[config.mk]
export PLATFORM = sky130hd
export DESIGN_NAME = image_line_feeder
export DESIGN_NICKNAME = d
export VERILOG_FILES = /design/src/rtl/image_line_feeder_pkg.sv /design/src/rtl/image_line_feeder_credit.sv /design/src/rtl/image_line_feeder.sv
export SDC_FILE = /design/constraint.sdc
export NUM_CORES = 1
export LEC_CHECK = 0
export ABC_AREA = 1
export BUFFER_PORTS_ARGS = -buffer_cell sky130_fd_sc_hd__buf_2
export CORE_MARGIN = 5
export CORE_UTILIZATION = 40
export CTS_CLUSTER_DIAMETER = 200
export CTS_CLUSTER_SIZE = 10
export DETAILED_ROUTE_END_ITERATION = 6
export GPL_ROUTABILITY_DRIVEN = 1
export SYNTH_ARGS = -nofsm -noshare
export SYNTH_HDL_FRONTEND = slang
export SYNTH_SLANG_ARGS = --single-unit
[constraint.sdc]
create_clock -name i_clk -period 2.5 [get_ports i_clk]
set_input_delay 0.25 -clock i_clk [delete_from_list [all_inputs] [get_ports i_clk]]
set_output_delay 0.25 -clock i_clk [all_outputs]
set_load 0.01 [all_outputs]
[src/rtl/image_line_feeder_pkg.sv]
// Shared image-stream definitions: default frame geometry, line-buffer depth,
// pixel and credit types, and the feeder state encoding.
package image_line_feeder_pkg;

  localparam int IMG_WIDTH_DEF  = 512;
  localparam int IMG_HEIGHT_DEF = 512;
  localparam int LINE_BUF_DEPTH = 4;
  localparam int PIXEL_W        = 8;
  localparam int CREDIT_W       = 3;

  typedef logic [PIXEL_W-1:0]  pixel_t;
  typedef logic [CREDIT_W-1:0] credit_t;

  localparam credit_t CREDIT_MAX  = 3'd7;
  localparam credit_t CREDIT_ZERO = 3'd0;

  typedef enum logic [2:0] {
    ST_IDLE  = 3'd0,
    ST_SEND  = 3'd1,
    ST_WAIT  = 3'd2,
    ST_DRAIN = 3'd3,
    ST_DONE  = 3'd4
  } feed_state_t;

  // Clamp an integer row count into the range the credit counter can hold.
  function automatic credit_t credit_clamp(input int n);
    credit_t v;
    if (n > 7) begin
      v = CREDIT_MAX;
    end else if (n < 0) begin
      v = CREDIT_ZERO;
    end else begin
      v = credit_t'(n);
    end
    return v;
  endfunction

endpackage

[src/rtl/image_line_feeder_credit.sv]
// Saturating row-credit counter: load on frame start, +1 per consumed-row
// pulse, -1 per row start. Also exposes the value it will take next edge so
// the row-end decision can account for a same-cycle credit.
module line_credit_counter
  import image_line_feeder_pkg::*;
(
  input  logic    i_clk,
  input  logic    i_rst,
  input  logic    i_load,
  input  credit_t i_load_val,
  input  logic    i_inc,
  input  logic    i_dec,
  output credit_t o_count,
  output credit_t o_count_next
);

  credit_t r_count;
  credit_t w_next;

  // Next credit value: load wins, inc/dec cancel, saturate at max, floor at zero.
  always_comb begin
    w_next = r_count;
    if (i_load) begin
      w_next = i_load_val;
    end else if (i_inc && !i_dec) begin
      if (r_count != CREDIT_MAX) begin
        w_next = r_count + 3'd1;
      end else begin
        w_next = r_count;
      end
    end else if (i_dec && !i_inc) begin
      if (r_count != CREDIT_ZERO) begin
        w_next = r_count - 3'd1;
      end else begin
        w_next = r_count;
      end
    end else begin
      w_next = r_count;
    end
  end

  // Credit register.
  always_ff @(posedge i_clk) begin
    if (i_rst) begin
      r_count <= CREDIT_ZERO;
    end else begin
      r_count <= w_next;
    end
  end

  assign o_count      = r_count;
  assign o_count_next = w_next;

endmodule

[src/rtl/image_line_feeder.sv]
// Frame-memory to line-buffer pixel source. Reads the frame in raster order,
// one row per credit; credits are preloaded at start and replenished by the
// window controller's row-consumed pulse. Memory read latency is one cycle and
// the pixel output is registered, so a read at cycle N is presented at N+2.
module image_line_feeder
  import image_line_feeder_pkg::*;
#(
  parameter int IMG_WIDTH     = IMG_WIDTH_DEF,
  parameter int IMG_HEIGHT    = IMG_HEIGHT_DEF,
  parameter int PRELOAD_LINES = LINE_BUF_DEPTH,
  parameter int ADDR_W        = 18
) (
  input  logic              i_clk,
  input  logic              i_rst,
  input  logic              i_start,
  input  logic              i_intr,
  output logic              o_mem_rd_en,
  output logic [ADDR_W-1:0] o_mem_addr,
  input  logic [7:0]        i_mem_data,
  output logic [7:0]        o_pixel_data,
  output logic              o_pixel_data_valid,
  output logic              o_busy,
  output logic              o_done
);

  localparam int COL_W = (IMG_WIDTH > 1) ? $clog2(IMG_WIDTH) : 1;
  localparam int ROW_W = (IMG_HEIGHT > 1) ? $clog2(IMG_HEIGHT) : 1;
  localparam logic [COL_W-1:0] COL_LAST = COL_W'(IMG_WIDTH - 1);
  localparam logic [ROW_W-1:0] ROW_LAST = ROW_W'(IMG_HEIGHT - 1);
  localparam logic [COL_W-1:0] COL_ZERO = '0;
  localparam credit_t PRELOAD_CREDITS = credit_clamp(PRELOAD_LINES);

  feed_state_t       r_state;
  feed_state_t       w_state_next;
  logic [COL_W-1:0]  r_col;
  logic [ROW_W-1:0]  r_row;
  logic [ADDR_W-1:0] r_addr;
  logic              r_drain;
  logic              r_rd_d;
  pixel_t            r_pixel;
  logic              r_pixel_valid;

  logic              w_rd_en;
  logic              w_load;
  logic              w_intr_ok;
  logic              w_row_start;
  logic              w_col_last;
  credit_t           w_credit;
  credit_t           w_credit_next;

  assign w_rd_en     = (r_state == ST_SEND);
  assign w_load      = (r_state == ST_IDLE) && i_start;
  assign w_intr_ok   = (r_state == ST_SEND) || (r_state == ST_WAIT);
  assign w_row_start = w_rd_en && (r_col == COL_ZERO);
  assign w_col_last  = (r_col == COL_LAST);

  line_credit_counter u_credit (
    .i_clk        (i_clk),
    .i_rst        (i_rst),
    .i_load       (w_load),
    .i_load_val   (PRELOAD_CREDITS),
    .i_inc        (i_intr && w_intr_ok),
    .i_dec        (w_row_start),
    .o_count      (w_credit),
    .o_count_next (w_credit_next)
  );

  // Next-state selection; the row-end choice uses the post-update credit so a
  // pulse arriving on the last column keeps the stream gap-free.
  always_comb begin
    w_state_next = r_state;
    case (r_state)
      ST_IDLE: begin
        if (i_start) begin
          if (PRELOAD_CREDITS != CREDIT_ZERO) begin
            w_state_next = ST_SEND;
          end else begin
            w_state_next = ST_WAIT;
          end
        end else begin
          w_state_next = ST_IDLE;
        end
      end
      ST_SEND: begin
        if (w_col_last) begin
          if (r_row == ROW_LAST) begin
            w_state_next = ST_DRAIN;
          end else if (w_credit_next != CREDIT_ZERO) begin
            w_state_next = ST_SEND;
          end else begin
            w_state_next = ST_WAIT;
          end
        end else begin
          w_state_next = ST_SEND;
        end
      end
      ST_WAIT: begin
        if (w_credit != CREDIT_ZERO) begin
          w_state_next = ST_SEND;
        end else begin
          w_state_next = ST_WAIT;
        end
      end
      ST_DRAIN: begin
        if (r_drain) begin
          w_state_next = ST_DONE;
        end else begin
          w_state_next = ST_DRAIN;
        end
      end
      ST_DONE: begin
        w_state_next = ST_IDLE;
      end
      default: begin
        w_state_next = ST_IDLE;
      end
    endcase
  end

  // State register.
  always_ff @(posedge i_clk) begin
    if (i_rst) begin
      r_state <= ST_IDLE;
    end else begin
      r_state <= w_state_next;
    end
  end

  // Raster position: column/row/linear address advance on every read.
  always_ff @(posedge i_clk) begin
    if (i_rst || w_load) begin
      r_col  <= '0;
      r_row  <= '0;
      r_addr <= '0;
    end else if (w_rd_en) begin
      r_addr <= r_addr + ADDR_W'(1);
      if (w_col_last) begin
        r_col <= '0;
        r_row <= r_row + ROW_W'(1);
      end else begin
        r_col <= r_col + COL_W'(1);
      end
    end
  end

  // Two-cycle drain timer: toggles through DRAIN so the last pixel lands first.
  always_ff @(posedge i_clk) begin
    if (i_rst) begin
      r_drain <= 1'b0;
    end else if (r_state == ST_DRAIN) begin
      r_drain <= !r_drain;
    end else begin
      r_drain <= 1'b0;
    end
  end

  // Output pipeline: delayed strobe qualifies memory data; pixel holds when idle.
  always_ff @(posedge i_clk) begin
    if (i_rst) begin
      r_rd_d        <= 1'b0;
      r_pixel_valid <= 1'b0;
      r_pixel       <= 8'h00;
    end else begin
      r_rd_d        <= w_rd_en;
      r_pixel_valid <= r_rd_d;
      if (r_rd_d) begin
        r_pixel <= i_mem_data;
      end
    end
  end

  assign o_mem_rd_en        = w_rd_en;
  assign o_mem_addr         = r_addr;
  assign o_pixel_data       = r_pixel;
  assign o_pixel_data_valid = r_pixel_valid;
  assign o_busy             = (r_state != ST_IDLE);
  assign o_done             = (r_state == ST_DONE);

endmodule
==> flow_metrics.tcl <==
set metrics [dict create \
    status "finished, final reports clean" \
    hp-start "i_mem_data[6]" \
    cts.sinks 53 \
    synth_cells 349 \
    vias 2227 \
    diodes 0 \
    vdd_ir_drop_max_v 0.000237 \
    ios 42 \
    overflow 0 \
    placed_cells 465 \
    track_usage_pct 12.7 \
    htree_levels 2 \
    io_buffers 41 \
    layout.nets 417 \
    synth_seq_cells 53 \
    rr_endpoint "r_row[7]" \
    rsz0062_at_grt "false" \
    slew_headroom_pct 72.3 \
    first_global_vias 1967 \
    drive_above_1_share_pct 19.9 \
    cts_tree "done" \
    num_rows 29 \
    worst-r2r-cell-count 15 \
    seq_area_frac_synth_pct 41.5 \
    start_util_pct 40.8 \
    clk_pin_slew_worst_paths_ns 0.10 \
    final_antenna_net_count 0 \
    fp.dieW_um 90.0 \
    crit_path_max_fanout 6 \
    maxCapViolations 0 \
    leakage_uw 0.00128 \
    post_cts_buffers 0 \
    post-route-min-period_ns 2.19 \
    p_per_area_nw_per_um2 577 \
    core_um2 6280 \
    cp.required_ns 2.75 \
    slew_viol_final 0 \
    grt.met3_usage_pct 3.17 \
    cp.arrival_ns 2.44 \
    worstSetupStartpointType "flip-flop" \
    final_core_util_pct 47.9 \
    fp.dieH_um 90.0 \
    worstHoldPathType "input pin to flip-flop" \
    synthDistinctLibCells 32 \
    fmax_mhz 456 \
    postSynthAreaPerCell_um2 7.33 \
    clockBufferDepth 2 \
    critPathCaptureType "flip-flop" \
    instances_no_fill 473 \
    insertion_delay_ns 0.31 \
    routed_wl_um 5210 \
    syn-num-nets 371 \
    use_met1_pct 17.1 \
    dp_hpwl_um 3890 \
    first_pass_iters 4 \
    grt_antenna_before_repair 0 \
    drtIter0Drc 113 \
    setup_viol 0 \
    fin_crit_sh_pct 87.7 \
    reg2reg_setup_slack_ns 0.31 \
    finClkSkew_ns 0.00719 \
    die-area_um2 8100 \
    fillers 627 \
    place_ws_ns 0.220 \
    grt_max_degree 18 \
    synthToLayoutAreaGrowth_pct 17.6 \
    post_drt_wl_per_cell_um 11.0 \
    holdPathStages 3 \
    cts_made_buffers 5 \
    worst_slack_ns 0.308 \
    place_congestion 0.810 \
    grt_pass1_wl_um 8840 \
    cts-root-buf "clkbuf_8" \
    setup_tns_ns 0 \
    tightest_slew_ns 0.414 \
    hold_viol 0 \
    ctsHoldBuffers 0 \
    crit_type "flip-flop to flip-flop" \
    yosys_warnings 0 \
    grt.met2_usage_pct 19.6 \
    top_usage_layer "met2" \
    reg2reg_from "r_col[0]" \
    min_to "o_pixel_data[6]" \
    drc 0 \
    vias_per_cell 4.71 \
    synth_area_um2 2560 \
]
[cells in the final DEF (no fill, tap or decap), types with 2 or more instances in the layout]
master / n
clkbuf_8: 5
nor3_2: 2
nor3_1: 14
clkinv_1: 3
nor2_1: 52
bufinv_16: 2
ha_1: 10
xor2_1: 3
nand2_1: 54
nor2_2: 5
nor3b_2: 2
nor3b_1: 2
o21ai_0: 17
buf_4: 2
dfxtp_1: 53
nand3_2: 5
inv_2: 4
nand4_1: 7
inv_1: 49
o21ai_1: 5
nor2_4: 4
nand3_1: 17
a21oi_1: 26
buf_2: 41
[worst max-delay path, stage by stage, from the launching register on]
cell and delay [ns]:
dfxtp_1 0.36, ha_1 0.20, nand3_1 0.10, nor3_2 0.15, nand2_1 0.09, nor2_1 0.10
ha_1 0.15, inv_1 0.08, nor2_4 0.12, inv_2 0.08, nor2_2 0.09, nand3_1 0.12
nor2_2 0.12, nand2_1 0.10, o21ai_1 0.12, nor3b_2 0.15
[logic make-up (layout without fill, tap and decap cells)]
| group | count (synthesis) | in the layout | share of synthesized area, % |
|---|---|---|---|
| AOI/OAI and AO/OA | 52 | 52 | 10.8 |
| buffers and inverters | 60 | 107 | 8.90 |
| adders and majority gates | 10 | 10 | 4.89 |
| and+or+nand+nor | 171 | 171 | 32.9 |
| DFF | 53 | 53 | 41.5 |
| xor gates and xnor gates | 3 | 3 | 1.03 |
[through the flow]
stage	power [uW]	hold slack (ns)	instance area, um2
after global routing	1810	0.167	3010
after global placement	1060	0.432	2860
after floorplan	1010	0.385	2560
final	1740	0.161	3010
after detailed placement	1060	0.430	2860
after CTS	1760	0.152	3000
[flip-flops by register name, summed over array words and instances, names as in the netlist]
| signal | cells |
|---|---|
| o_mem_addr | 18 |
| r_drain | 1 |
| u_credit.o_count | 3 |
| r_state | 3 |
| r_col | 9 |
| r_rd_d | 1 |
| o_pixel_data_valid | 1 |
| o_pixel_data | 8 |
| r_row | 9 |
[synthesized netlist by cell type (all sizes together)]
cell	count	share of area [%]
or2	1	0.24
nand4	7	1.7
o211a	1	0.39
ha	10	4.9
xor2	3	1.0
nor2	61	11
o21ai	22	4.3
buf	2	0.39
o221a	1	0.44
inv	53	7.8
and3	1	0.24
clkinv	3	0.44
a211oi	1	0.29
o21a	1	0.29
nand2	55	8.2
nor4	2	0.73
nor3b	4	1.6
clkbuf	2	0.29
a21oi	26	5.1
nand3	23	6.0
dfxtp	53	41
nor3	17	3.8
[worst max path at each step]
stage             start  endpoint  slack, ns  cells past startpoint
3_5_place_dp   r_col[0]  r_row[7]       0.22                     15
6_report       r_col[0]  r_row[7]       0.31                     15
5_1_grt        r_col[0]  r_row[7]      0.007                     15
4_1_cts        r_col[0]  r_row[7]       0.21                     15
2_1_floorplan  r_col[0]  r_row[7]       0.38                     15
3_3_place_gp   r_col[0]  r_row[7]       0.26                     15
[power by group]
group,switching (uW),internal [uW],leakage [uW]
Sequential,14.5,863,0.000429
Combinational,106,57.1,0.000786
Clock,293,403,0.0000687
[final cells by class]
class / count / area, um2 / share of cell area [%]
flip-flops and latches: 53 / 1060 / 35.3
well taps: 77 / 96.3 / 3.20
clock buffers: 5 / 68.8 / 2.29
multi-input cells: 236 / 1280 / 42.6
clock inverters: 3 / 68.8 / 2.29
repair buffers: 43 / 220 / 7.32
inverters: 56 / 210 / 6.99
[repair_timing]
item	in CTS	in global routing
hold endpoints to repair	0	0
resized for setup	0	3
setup endpoints to repair	0	1
[layer usage]
| layer | share of wire (%) | up-vias |
|---|---|---|
| met5 | 0 | - |
| met4 | 1.3 | 0 |
| met3 | 3.2 | 7 |
| met2 | 43 | 24 |
| met1 | 53 | 981 |
| li1 | - | 1215 |
(Power assumes the default switching activity.)
